[config.mk]
export PLATFORM = sky130hd
export DESIGN_NAME = spi_xfer_arbiter
export DESIGN_NICKNAME = d
export VERILOG_FILES = /design/src/rtl/spi_pkg.sv /design/src/rtl/spi_rr_arbiter.sv /design/src/rtl/spi_xfer_arbiter.sv
export SDC_FILE = /design/constraint.sdc
export NUM_CORES = 1
export LEC_CHECK = 0
export CAP_MARGIN = 15
export CORE_MARGIN = 10
export CORE_UTILIZATION = 35
export DETAILED_ROUTE_END_ITERATION = 10
export GPL_TIMING_DRIVEN = 1
export PLACE_DENSITY = 0.71
export SETUP_SLACK_MARGIN = 0.3
export SLEW_MARGIN = 20
export SYNTH_ARGS = -nofsm -noshare
export SYNTH_HDL_FRONTEND = slang
export SYNTH_SLANG_ARGS = --single-unit
[constraint.sdc]
create_clock -name clk -period 7.1 [get_ports clk]
set_input_delay 1.775 -clock clk [delete_from_list [all_inputs] [get_ports clk]]
set_output_delay 1.775 -clock clk [all_outputs]
set_load 0.1 [all_outputs]
[src/rtl/spi_pkg.sv]
// spi_pkg: shared state encoding, requester count and default word width
// for the SPI transfer arbiter and its grant logic.
package spi_pkg;

    localparam int NUM_SLV    = 3;
    localparam int DEF_DATA_W = 16;

    typedef enum logic [1:0] {
        IDLE    = 2'd0,
        XFER    = 2'd1,
        CAPTURE = 2'd2,
        GAP     = 2'd3
    } state_t;

    // Index of the set bit in a one-hot requester vector (0 when empty).
    function automatic logic [1:0] onehot_to_idx(input logic [NUM_SLV-1:0] oh);
        logic [1:0] idx;
        idx = 2'd0;
        for (int i = 0; i < NUM_SLV; i++) begin
            if (oh[i]) idx = 2'(i);
        end
        return idx;
    endfunction

endpackage

[src/rtl/spi_rr_arbiter.sv]
// spi_rr_arbiter: combinational one-hot grant for the three SPI requesters.
// Default: round-robin, scanning upward from ptr with wrap.
// SPI_ARB_FIXED_PRIO_EN defined: fixed priority, requester 0 highest, and
// the ptr port is not present.
module spi_rr_arbiter
    import spi_pkg::*;
(
`ifndef SPI_ARB_FIXED_PRIO_EN
    input  logic [1:0]         ptr,
`endif
    input  logic [NUM_SLV-1:0] req,
    output logic [NUM_SLV-1:0] grant
);

`ifdef SPI_ARB_FIXED_PRIO_EN
    // Lowest-numbered active requester wins.
    always_comb begin
        logic found;
        grant = '0;
        found = 1'b0;
        for (int i = 0; i < NUM_SLV; i++) begin
            if (!found && req[i]) begin
                grant[i] = 1'b1;
                found    = 1'b1;
            end
        end
    end
`else
    // First active requester at or above ptr, wrapping past the top.
    always_comb begin
        logic found;
        int   idx;
        grant = '0;
        found = 1'b0;
        idx   = 0;
        for (int k = 0; k < NUM_SLV; k++) begin
            idx = (int'(ptr) + k) % NUM_SLV;
            if (!found && req[idx]) begin
                grant[idx] = 1'b1;
                found      = 1'b1;
            end
        end
    end
`endif

endmodule

[src/rtl/spi_xfer_arbiter.sv]
// spi_xfer_arbiter: shares one three-channel SPI master among three
// requesters. Grants one request at a time, holds its chip-select and
// transmit word for XFER_CYCLES, returns the received word with a done
// pulse, then idles GAP_CYCLES before the next grant.
// Build option: SPI_ARB_FIXED_PRIO_EN selects fixed priority instead of
// round-robin (timing unchanged).
module spi_xfer_arbiter
    import spi_pkg::*;
#(
    parameter int DATA_W      = DEF_DATA_W,
    parameter int XFER_CYCLES = 16,
    parameter int GAP_CYCLES  = 2
) (
    input  logic                      clk,
    input  logic                      reset,
    input  logic [NUM_SLV-1:0]        req,
    input  logic [NUM_SLV*DATA_W-1:0] req_data,
    output logic [NUM_SLV-1:0]        ack,
    output logic [NUM_SLV-1:0]        done,
    output logic [DATA_W-1:0]         rx_data,
    output logic                      busy,
    input  logic [DATA_W-1:0]         master_r,
    output logic                      cs1,
    output logic                      cs2,
    output logic                      cs3,
    output logic [DATA_W-1:0]         master_data
);

    // One counter serves both the transfer window and the inter-transfer gap.
    localparam int CNT_MAX = (XFER_CYCLES > GAP_CYCLES) ? XFER_CYCLES : GAP_CYCLES;
    localparam int CNT_W   = (CNT_MAX > 1) ? $clog2(CNT_MAX) : 1;
    localparam logic [CNT_W-1:0] XFER_LAST = CNT_W'(XFER_CYCLES - 1);
    localparam logic [CNT_W-1:0] GAP_LAST  = CNT_W'((GAP_CYCLES > 0) ? GAP_CYCLES - 1 : 0);

    state_t              state_q, state_d;
    logic [CNT_W-1:0]    cnt_q, cnt_d;
    logic [NUM_SLV-1:0]  cs_q, cs_d;
    logic [NUM_SLV-1:0]  ack_q, ack_d;
    logic [NUM_SLV-1:0]  done_q, done_d;
    logic [DATA_W-1:0]   rx_data_q, rx_data_d;
    logic [DATA_W-1:0]   master_data_q, master_data_d;
    logic [NUM_SLV-1:0]  grant;

`ifndef SPI_ARB_FIXED_PRIO_EN
    logic [1:0]          ptr_q, ptr_d;
    logic [1:0]          win_idx;

    assign win_idx = onehot_to_idx(cs_q);

    spi_rr_arbiter u_arb (
        .ptr   (ptr_q),
        .req   (req),
        .grant (grant)
    );
`else
    spi_rr_arbiter u_arb (
        .req   (req),
        .grant (grant)
    );
`endif

    // Next-state and registered-output logic for the transfer sequencer.
    // NOTE: every variable gets its hold/default value first so no path
    // leaves one unassigned, which would otherwise infer a latch.
    always_comb begin
        state_d       = state_q;
        cnt_d         = cnt_q;
        cs_d          = cs_q;
        ack_d         = '0;
        done_d        = '0;
        rx_data_d     = rx_data_q;
        master_data_d = master_data_q;
`ifndef SPI_ARB_FIXED_PRIO_EN
        ptr_d         = ptr_q;
`endif
        case (state_q)
            IDLE: begin
                if (|req) begin
                    cs_d  = grant;
                    ack_d = grant;
                    cnt_d = '0;
                    for (int i = 0; i < NUM_SLV; i++) begin
                        if (grant[i]) master_data_d = req_data[i*DATA_W +: DATA_W];
                    end
                    state_d = XFER;
                end
            end
            XFER: begin
                // The completion outputs are registered on the edge that
                // closes the window, so they are visible during CAPTURE.
                if (cnt_q == XFER_LAST) begin
                    cs_d      = '0;
                    done_d    = cs_q;
                    rx_data_d = master_r;
                    cnt_d     = '0;
`ifndef SPI_ARB_FIXED_PRIO_EN
                    ptr_d     = (win_idx == 2'd2) ? 2'd0 : win_idx + 2'd1;
`endif
                    state_d   = CAPTURE;
                end else begin
                    cnt_d = cnt_q + CNT_W'(1);
                end
            end
            CAPTURE: begin
                cnt_d   = '0;
                state_d = (GAP_CYCLES > 0) ? GAP : IDLE;
            end
            GAP: begin
                if (cnt_q == GAP_LAST) begin
                    cnt_d   = '0;
                    state_d = IDLE;
                end else begin
                    cnt_d = cnt_q + CNT_W'(1);
                end
            end
            default: state_d = IDLE;
        endcase
    end

    // State and output registers; reset aborts any transfer silently.
    // NOTE: sequential state uses non-blocking assignments so every flop
    // samples the pre-edge values regardless of statement order.
    always_ff @(posedge clk or negedge reset) begin
        if (!reset) begin
            state_q       <= IDLE;
            cnt_q         <= '0;
            cs_q          <= '0;
            ack_q         <= '0;
            done_q        <= '0;
            rx_data_q     <= '0;
            master_data_q <= '0;
`ifndef SPI_ARB_FIXED_PRIO_EN
            ptr_q         <= 2'd0;
`endif
        end else begin
            state_q       <= state_d;
            cnt_q         <= cnt_d;
            cs_q          <= cs_d;
            ack_q         <= ack_d;
            done_q        <= done_d;
            rx_data_q     <= rx_data_d;
            master_data_q <= master_data_d;
`ifndef SPI_ARB_FIXED_PRIO_EN
            ptr_q         <= ptr_d;
`endif
        end
    end

    assign ack         = ack_q;
    assign done        = done_q;
    assign rx_data     = rx_data_q;
    assign busy        = (state_q != IDLE);
    assign cs1         = cs_q[0];
    assign cs2         = cs_q[1];
    assign cs3         = cs_q[2];
    assign master_data = master_data_q;

endmodule
==> results.md <==
* Status: finished clean
* Hold buffer count at CTS at 0
* Die height at 107 um
* TritonCTS Sinks at 49
* Initial antenna violation count at 0
* Worst EP required at 7.28 ns
* Worst Path Max Fanout at 19
* Crit end category: flop
* Top cells by area, synth: dfrtp_1 46%, mux2_2 16%, nand2_1 8.6%, ha_1 4.7%, mux2_4 4.5%
* Fmax at 229 MHz
* Post-synth EDFFs at 0
* Post-placement cell count at 450
* Measured slew at the worst slew-check pin at 1.09 ns
* Initial Utilization at 36.3%
* Share of cells above drive strength 1 at 17.3%
* CTS tree: yes
* Setup bufs post-CTS at 0
* Crit Path Category: input pin to flop
* GRT overflow at 0
* CTS resizes at 0
* Nets at 437
* Mean Syn Cell Area at 10.7 um2
* CTS Buffer Depth at 2
* Leading cell type by number of instances after synthesis: nand2_1
* WL per Instance at 15.7 um
* Leakage power total at 1.71 nW
* Worst-Skew Late Latency at 0.30 ns
* Cts bufs inserted at 5
* Setup TNS at 0 ns
* First-pass GRT wire length at 11600 um
* Distinct cell type count of the synthesized netlist at 36
* Final setup viols at 0
* RSZ-0062 raised after global routing: no
* Final Hold Fails at 0
* Area grow syn2layout at 49.0%
* Post-Syn Instances at 248
* Minimum clock period at 4.37 ns
* Root Buffer: clkbuf_8
* CTS clk-pin slew, worst paths at 0.09 ns
* Core Box Area at 7330 um2
* Total die area at 11500 um2
* Maximum vdd drop at 246 uV
* R2R Setup Slk at 3.99 ns
* Die X at 107 um
* H-tree levels at 2
* DR iter-0 viols at 65
* Worst Setup Start Kind: input pin
* Vias in the first global route at 2256
* Worst-case clock skew at 0.00523 ns
* Remaining antenna violation count at 0
* Max-Cap Viols at 0
* Slew Limit Fails at 0
* Flops & latches, synth at 49
* Synth area leader: dfrtp_1
* Routability cong. at 0.789
* # port buffers at 110
* Largest net degree at the start of global routing at 50
* Ys Warns at 0
* Syn_nets at 327
* CP Data Arrival Time at 4.55 ns
* Post-Route WL at 7170 um
* Io pins at 111
* Drt pass-1 iters at 4
* Gr usage total at 12.4%
* Synth top area share at 46.1%
* Synthesized cell area at 2660 um2
* Synth cell count leaders: 61 x nand2_1, 49 x dfrtp_1, 39 x mux2_2, 10 x ha_1, 9 x inv_1
* Period utilization at 61.6%
* Relative slew margins at 27.1%
* HPWL Detailed at 5490 um
* Total power per unit cell area at 367 nW/um2
* Via count at 2164
* Cell row count at 31
* Via density at 4.72
* N_diodes at 0
* Leading register cell type out of synthesis: dfrtp_1
* Drt drc at 0
* Async S/R FF share, synth at 100%
* HP Class: flop to flop
* Final Non-Filler Cells at 458
* Register area share after synthesis at 46.1%
## layer usage
| layer | share of wire, % | global-route usage (%) | wire, um | vias to the layer above |
|---|---|---|---|---|
| met3 | 10 | 6.29 | 727 | 6 |
| met2 | 48 | 19.8 | 3460 | 69 |
| met5 | 0 | 0 | 0 | - |
| li1 | - | - | - | 1061 |
| met1 | 41 | 14.4 | 2920 | 1028 |
| met4 | 0.91 | 3.29 | 65 | 0 |
## critical path, stage by stage
cell and delay [ns]:
clkdlybuf4s50_1 0.59, nand3b_2 0.16, mux2i_1 0.18, nor3_4 0.89, mux2_2 0.42, mux2_2 0.25
mux2_1 0.28
## worst paths after layout
| kind | startpoint | to | cells past startpoint |
|---|---|---|---|
| setup / recovery | req[2] | master_data[5] | 7 |
| hold / removal | rx_data[1] | rx_data[1] | 2 |
| setup reg to reg | ptr_q[1] | master_data[5] | 8 |
| hold reg to reg | rx_data[1] | rx_data[1] | 2 |
| max in group asynchronous | reset | ptr_q[0] | 2 |
| min in group asynchronous | reset | rx_data[14] | 2 |
## area by class of cell
cell class / count / area (um2)
clock buffers: 7 / 86.3
clock inverters: 1 / 30.0
fillers: 639 / 3360
inverters: 9 / 33.8
multi-input cells: 181 / 1360
flip-flops and latches: 49 / 1230
well taps: 99 / 124
repair buffers: 112 / 1110
## sequential cells by signal (all words and copies together) (netlist names)
signal / count
cnt_q: 4
state_q: 2
done: 3
rx_data: 16
master_data: 16
ack: 3
cs_q: 3
ptr_q: 2
## metrics by stage
| stage | hold slack (ns) | power (mW) | cell area, um2 | setup WS (ns) | util, % |
|---|---|---|---|---|---|
| after global routing | 0.505 | 1.53 | 3970 | 2.60 | 54.1 |
| after CTS | 0.485 | 1.47 | 3960 | 2.71 | 54.0 |
| final | 0.481 | 1.46 | 3970 | 2.73 | 54.1 |
| after floorplan | 0.496 | 1.03 | 2660 | 3.51 | - |
| after global placement | 0.457 | 1.25 | 3840 | 2.42 | 52.4 |
| after detailed placement | 0.461 | 1.26 | 3840 | 2.42 | 52.4 |
## layout by cell type (no fill, tap or decap), types with 6 or more instances in the layout
master	Yosys	final
ha_1	10	10
clkbuf_8	0	6
nand2_1	61	61
inv_1	9	9
o21ai_0	7	7
nor2_1	8	8
mux2_2	39	39
dfrtp_1	49	49
mux2_4	8	8
clkdlybuf4s50_1	0	109
## where the power goes
group / internal, mW / total, mW / switching [mW]
clock: 0.115 / 0.208 / 0.0927
sequential: 0.351 / 0.398 / 0.0468
combinational: 0.242 / 0.850 / 0.607
## kinds of logic (layout without fill, tap and decap cells)
kind of cell	after synthesis	after routing	synth area share [%]
compound gates	28	28	7.38
mux	54	54	23.7
buf+inv	18	129	3.29
flops	49	49	46.1
xor+xnor	1	1	0.329
simple gates	88	88	14.5
fa+ha+maj	10	10	4.70
No activity file was read; power rests on OpenSTA's default activity.
==> RTL edit 1: new RTL, config.mk and constraints unchanged <==
Reset style: synchronous (`reset`), changed in one clocked block.
--- a/src/rtl/spi_xfer_arbiter.sv
+++ b/src/rtl/spi_xfer_arbiter.sv
@@ -120,7 +120,7 @@
     // State and output registers; reset aborts any transfer silently.
     // NOTE: sequential state uses non-blocking assignments so every flop
     // samples the pre-edge values regardless of statement order.
-    always_ff @(posedge clk or negedge reset) begin
+    always_ff @(posedge clk) begin
         if (!reset) begin
             state_q       <= IDLE;
             cnt_q         <= '0;
Check against the original RTL: differs if reset is asserted again (counterexample within 4 cycles, from zero or initial values and one cycle with reset low); with reset held inactive, the same outputs for 10 cycles.
==> RTL edit 1 against the original RTL <==
Design area fell by 1.7%; area after synthesis rose by 0.47%; worst setup slack improved by 0.29 ns; power fell by 32%; clock skew rose by 0.0035 ns; wire length rose by 15%; sequential cell count did not move; maximum frequency rose by 7.2%.
==> RTL edit 1: results (changes against the original RTL) <==
* Gpl congestion at 0.800 (+1.4%)
* CP arrival at 2.30 ns (-2.25 ns)
* Synth cell count leaders: 49 x dfxtp_1, 39 x nand2_1, 24 x inv_1, 19 x and2_1, 19 x nand3_1
* Async set or reset register ratio after synthesis at 0% (-100 points)
* Post-DP HPWL at 6250 um (+14%)
* Ys flop type: dfxtp_1
* M1 GR Usage at 16.8% (+2.4 points)
* Overall routing resource usage at 13.7% (+1.3 points)
* Post-synth net total at 393 (+20%)
* Layout cells sized above 1 at 6.02% (-11 points)
* Status: completed
* Crit-path leading delay family: buffers and inverters
* Distinct cells, synth at 45 (+25%)
* Crit path largest cell delay at 1.16 ns (+0.27 ns)
* Leakage at 1.49 nW (-13%)
* Peak supply drop at 0.000121 V (-51%)
* CP max stage cell: clkdlybuf4s50_1
* Synth top area cells: dfxtp_1 37%, nand2_1 5.5%, a21boi_0 4.8%, ha_1 4.7%, o211ai_1 4.5%
* Internal Dissipation at 0.000535 W (-25%)
* Slew @ Worst Pin at 1.04 ns (-0.0544 ns)
* Via count at 2,586 (+20%)
* Worst Skew at 0.00869 ns (+0.00346 ns)
* Nets@finish at 494 (+13%)
* DP Worst Slack at 2.74 ns (+0.322 ns)
* Met2 GRT Util at 22.5% (+2.7 points)
* DR WL/cell at 16.0 um (+2.4%)
* Met3 Use GR at 5.51% (-0.78 points)
RTL edit 1: tightest hold or removal path: stages (launching register included):
cell and delay, ns:
dfxtp_1 0.31, nand2_1 0.05, a21boi_0 0.06
RTL edit 1: final timing paths:
path / slack, ns / endpoint / start
worst min-delay path: 0.47 / rx_data[0] / rx_data[0]
worst max-delay path: 3.02 / busy / state_q[0]
worst min register to register: 0.47 / rx_data[0] / rx_data[0]
worst max register to register: 4.30 / master_data[12] / ptr_q[1]
RTL edit 1: layer usage:
layer	up-vias	routed length, um
li1	1298	-
met1	1177	3640
met2	105	3730
met3	6	801
met4	0	62
met5	-	0
RTL edit 1: power groups by stage:
stage,sequential [W],combinational (W),clock [W]
finish,0.000327,0.000487,0.000168
global route,0.000332,0.000518,0.000185
CTS,0.000327,0.000491,0.000173
detailed placement,0.000334,0.000490,0
global placement,0.000333,0.000486,0
floorplan,0.000516,0.000176,0
RTL edit 1: metrics by stage:
step	total power (W)	hold slack [ns]	std cells	instance area [sq um]
floorplan	0.000692	0.474	314	2680
global placement	0.000819	0.449	507	3810
detailed placement	0.000823	0.460	507	3810
CTS	0.000992	0.473	514	3900
global route	0.00104	0.496	514	3900
finish	0.000983	0.468	514	3900
RTL edit 1: area by class of cell:
class | instances | area, sq um
clock buffer | 7 | 86.3
fill | 704 | 3430
inverter | 24 | 90.1
multi-input combinational | 222 | 1490
sequential | 49 | 981
tap | 99 | 124
timing repair buffer | 113 | 1120
RTL edit 1: kinds of logic after synthesis:
logic type	after synthesis	share of synthesized area, %
flip-flops	49	36.7
AO/OA/AOI/OAI	77	23.7
AND/OR/NAND/NOR	131	25.5
adder cells (fa/ha/maj)	10	4.68
buffers and inverters	43	7.48
multiplexers	4	1.96
==> RTL edit 2: new RTL, same flow settings <==
Made on the original files. Change the parameter `XFER_CYCLES` from 16 to 32.
--- a/src/rtl/spi_xfer_arbiter.sv
+++ b/src/rtl/spi_xfer_arbiter.sv
@@ -8,7 +8,7 @@
     import spi_pkg::*;
 #(
     parameter int DATA_W      = DEF_DATA_W,
-    parameter int XFER_CYCLES = 16,
+    parameter int XFER_CYCLES = 32,
     parameter int GAP_CYCLES  = 2
 ) (
     input  logic                      clk,
Check against the original RTL: no difference found for any inputs over 4 cycles, from zero or initial values and one cycle with reset low; that may be too few to reach the edited logic, so the function may still have changed.
==> RTL edit 2 against the original RTL <==
Design area increased by 0.76%; sequential cell count increased by 1; cell count decreased by 5.2%; wire length decreased by 2.3%; area after synthesis increased by 1.9%; synthesized cell count decreased by 11%; critical path depth unchanged; combinational power increased by 2.9%; power decreased by 0.11%; worst setup slack improved by 0.16 ns; critical endpoint is now master_data[14]; largest cell class unchanged.
==> RTL edit 2: results (changes against the original RTL) <==
* Leakage at 1.67 nW (-2.6%)
* Compound-gate portion of the synthesized area at 7.70% (+0.33 points)
* Post-DP HPWL at 5340 um (-2.7%)
* Synth cell count leaders: 55 x mux2_2, 50 x dfrtp_1, 14 x nand2_1, 11 x ha_1, 10 x o21ai_0
* Area after DPL at 0.00389 sq mm (+1.2%)
* Number of global-route vias before repair at 2,214 (-1.9%)
* Final instance area at 0.00400 sq mm (+0.76%)
* Overall routing resource usage at 11.5% (-0.92 points)
* Met3 WL at 788 um (+8.4%)
* Worst Skew at 0.00528 ns (+0.0000468 ns)
* Gpl congestion at 0.778 (-1.4%)
* Fill cells at 695 (+8.8%)
* Avg Synthesized Cell Area at 12.3 sq um (+15%)
* Via count at 2,063 (-4.7%)
* WL met2 at 3410 um (-1.4%)
* Met1 Routed Length at 2780 um (-4.5%)
* Post-Synthesis Cell Area at 0.00271 sq mm (+1.9%)
* CP arrival at 4.40 ns (-0.15 ns)
* Peak supply drop at 0.000231 V (-5.8%)
* DP Worst Slack at 2.39 ns (-0.0229 ns)
* Register Area at 0.00125 sq mm (+2.0%)
* Post-synth net total at 300 (-8.3%)
* Layout cells sized above 1 at 23.5% (+6.2 points)
* First-pass GRT wire length at 11,000 um (-5.6%)
* Met3 Use GR at 6.01% (-0.28 points)
* CP max stage cell: o31ai_4
* Post-synthesis mux area share at 29.9% (+6.2 points)
* Comb_multi_in at 153 (-15%)
* Post-Synth XOR/XNOR Area at 0% (-0.33 points)
* Multi-input gate share of the layout cell area at 34.4% (+0.21 points)
* Crit-path leading delay family: compound AO/OA/AOI/OAI gates
* Synth top area cells: dfrtp_1 46%, mux2_2 23%, ha_1 5.1%, mux2_4 4.4%, nand2_1 1.9%
* M1 GR Usage at 13.0% (-1.4 points)
* Nets@finish at 411 (-5.9%)
* Layout clock area frac at 2.28% (-0.65 points)
* Non-Filler Instances at 434 (-5.2%)
* Buffer share of cell area at 28.0% (about the same)
* Status: completed
* Adder-Cell Fraction of Synth Area at 5.07% (+0.37 points)
* Sequential area share after synthesis at 46.1% (+0.073 points)
==> RTL edit 2: cell count changes after synthesis, moves of 2 or more <==
cell     change
nand2_1     -47
o21ai_0      +3
mux2_2      +16
a21o_1       -2
and3_1       +4
==> RTL edit 2: power by group <==
| part | switching, W | leakage, nW | total [W] | internal, W |
|---|---|---|---|---|
| sequential | 0.0000476 | 0.617 | 0.000406 | 0.000359 |
| clock | 0.0000939 | 0.0482 | 0.000173 | 0.0000789 |
| combinational | 0.000627 | 1.00 | 0.000875 | 0.000247 |
==> RTL edit 2: worst paths after layout <==
check | startpoint | to | slack [ns] | cells after the start
worst max register to register | ptr_q[0] | master_data[14] | 3.94 | 8
worst min-delay path | master_data[5] | master_data[5] | 0.51 | 1
worst max-delay path | req[1] | master_data[14] | 2.89 | 7
max in group asynchronous | reset | master_data[4] | 5.10 | 2
worst min register to register | master_data[5] | master_data[5] | 0.51 | 1
min in group asynchronous | reset | rx_data[4] | 1.58 | 2
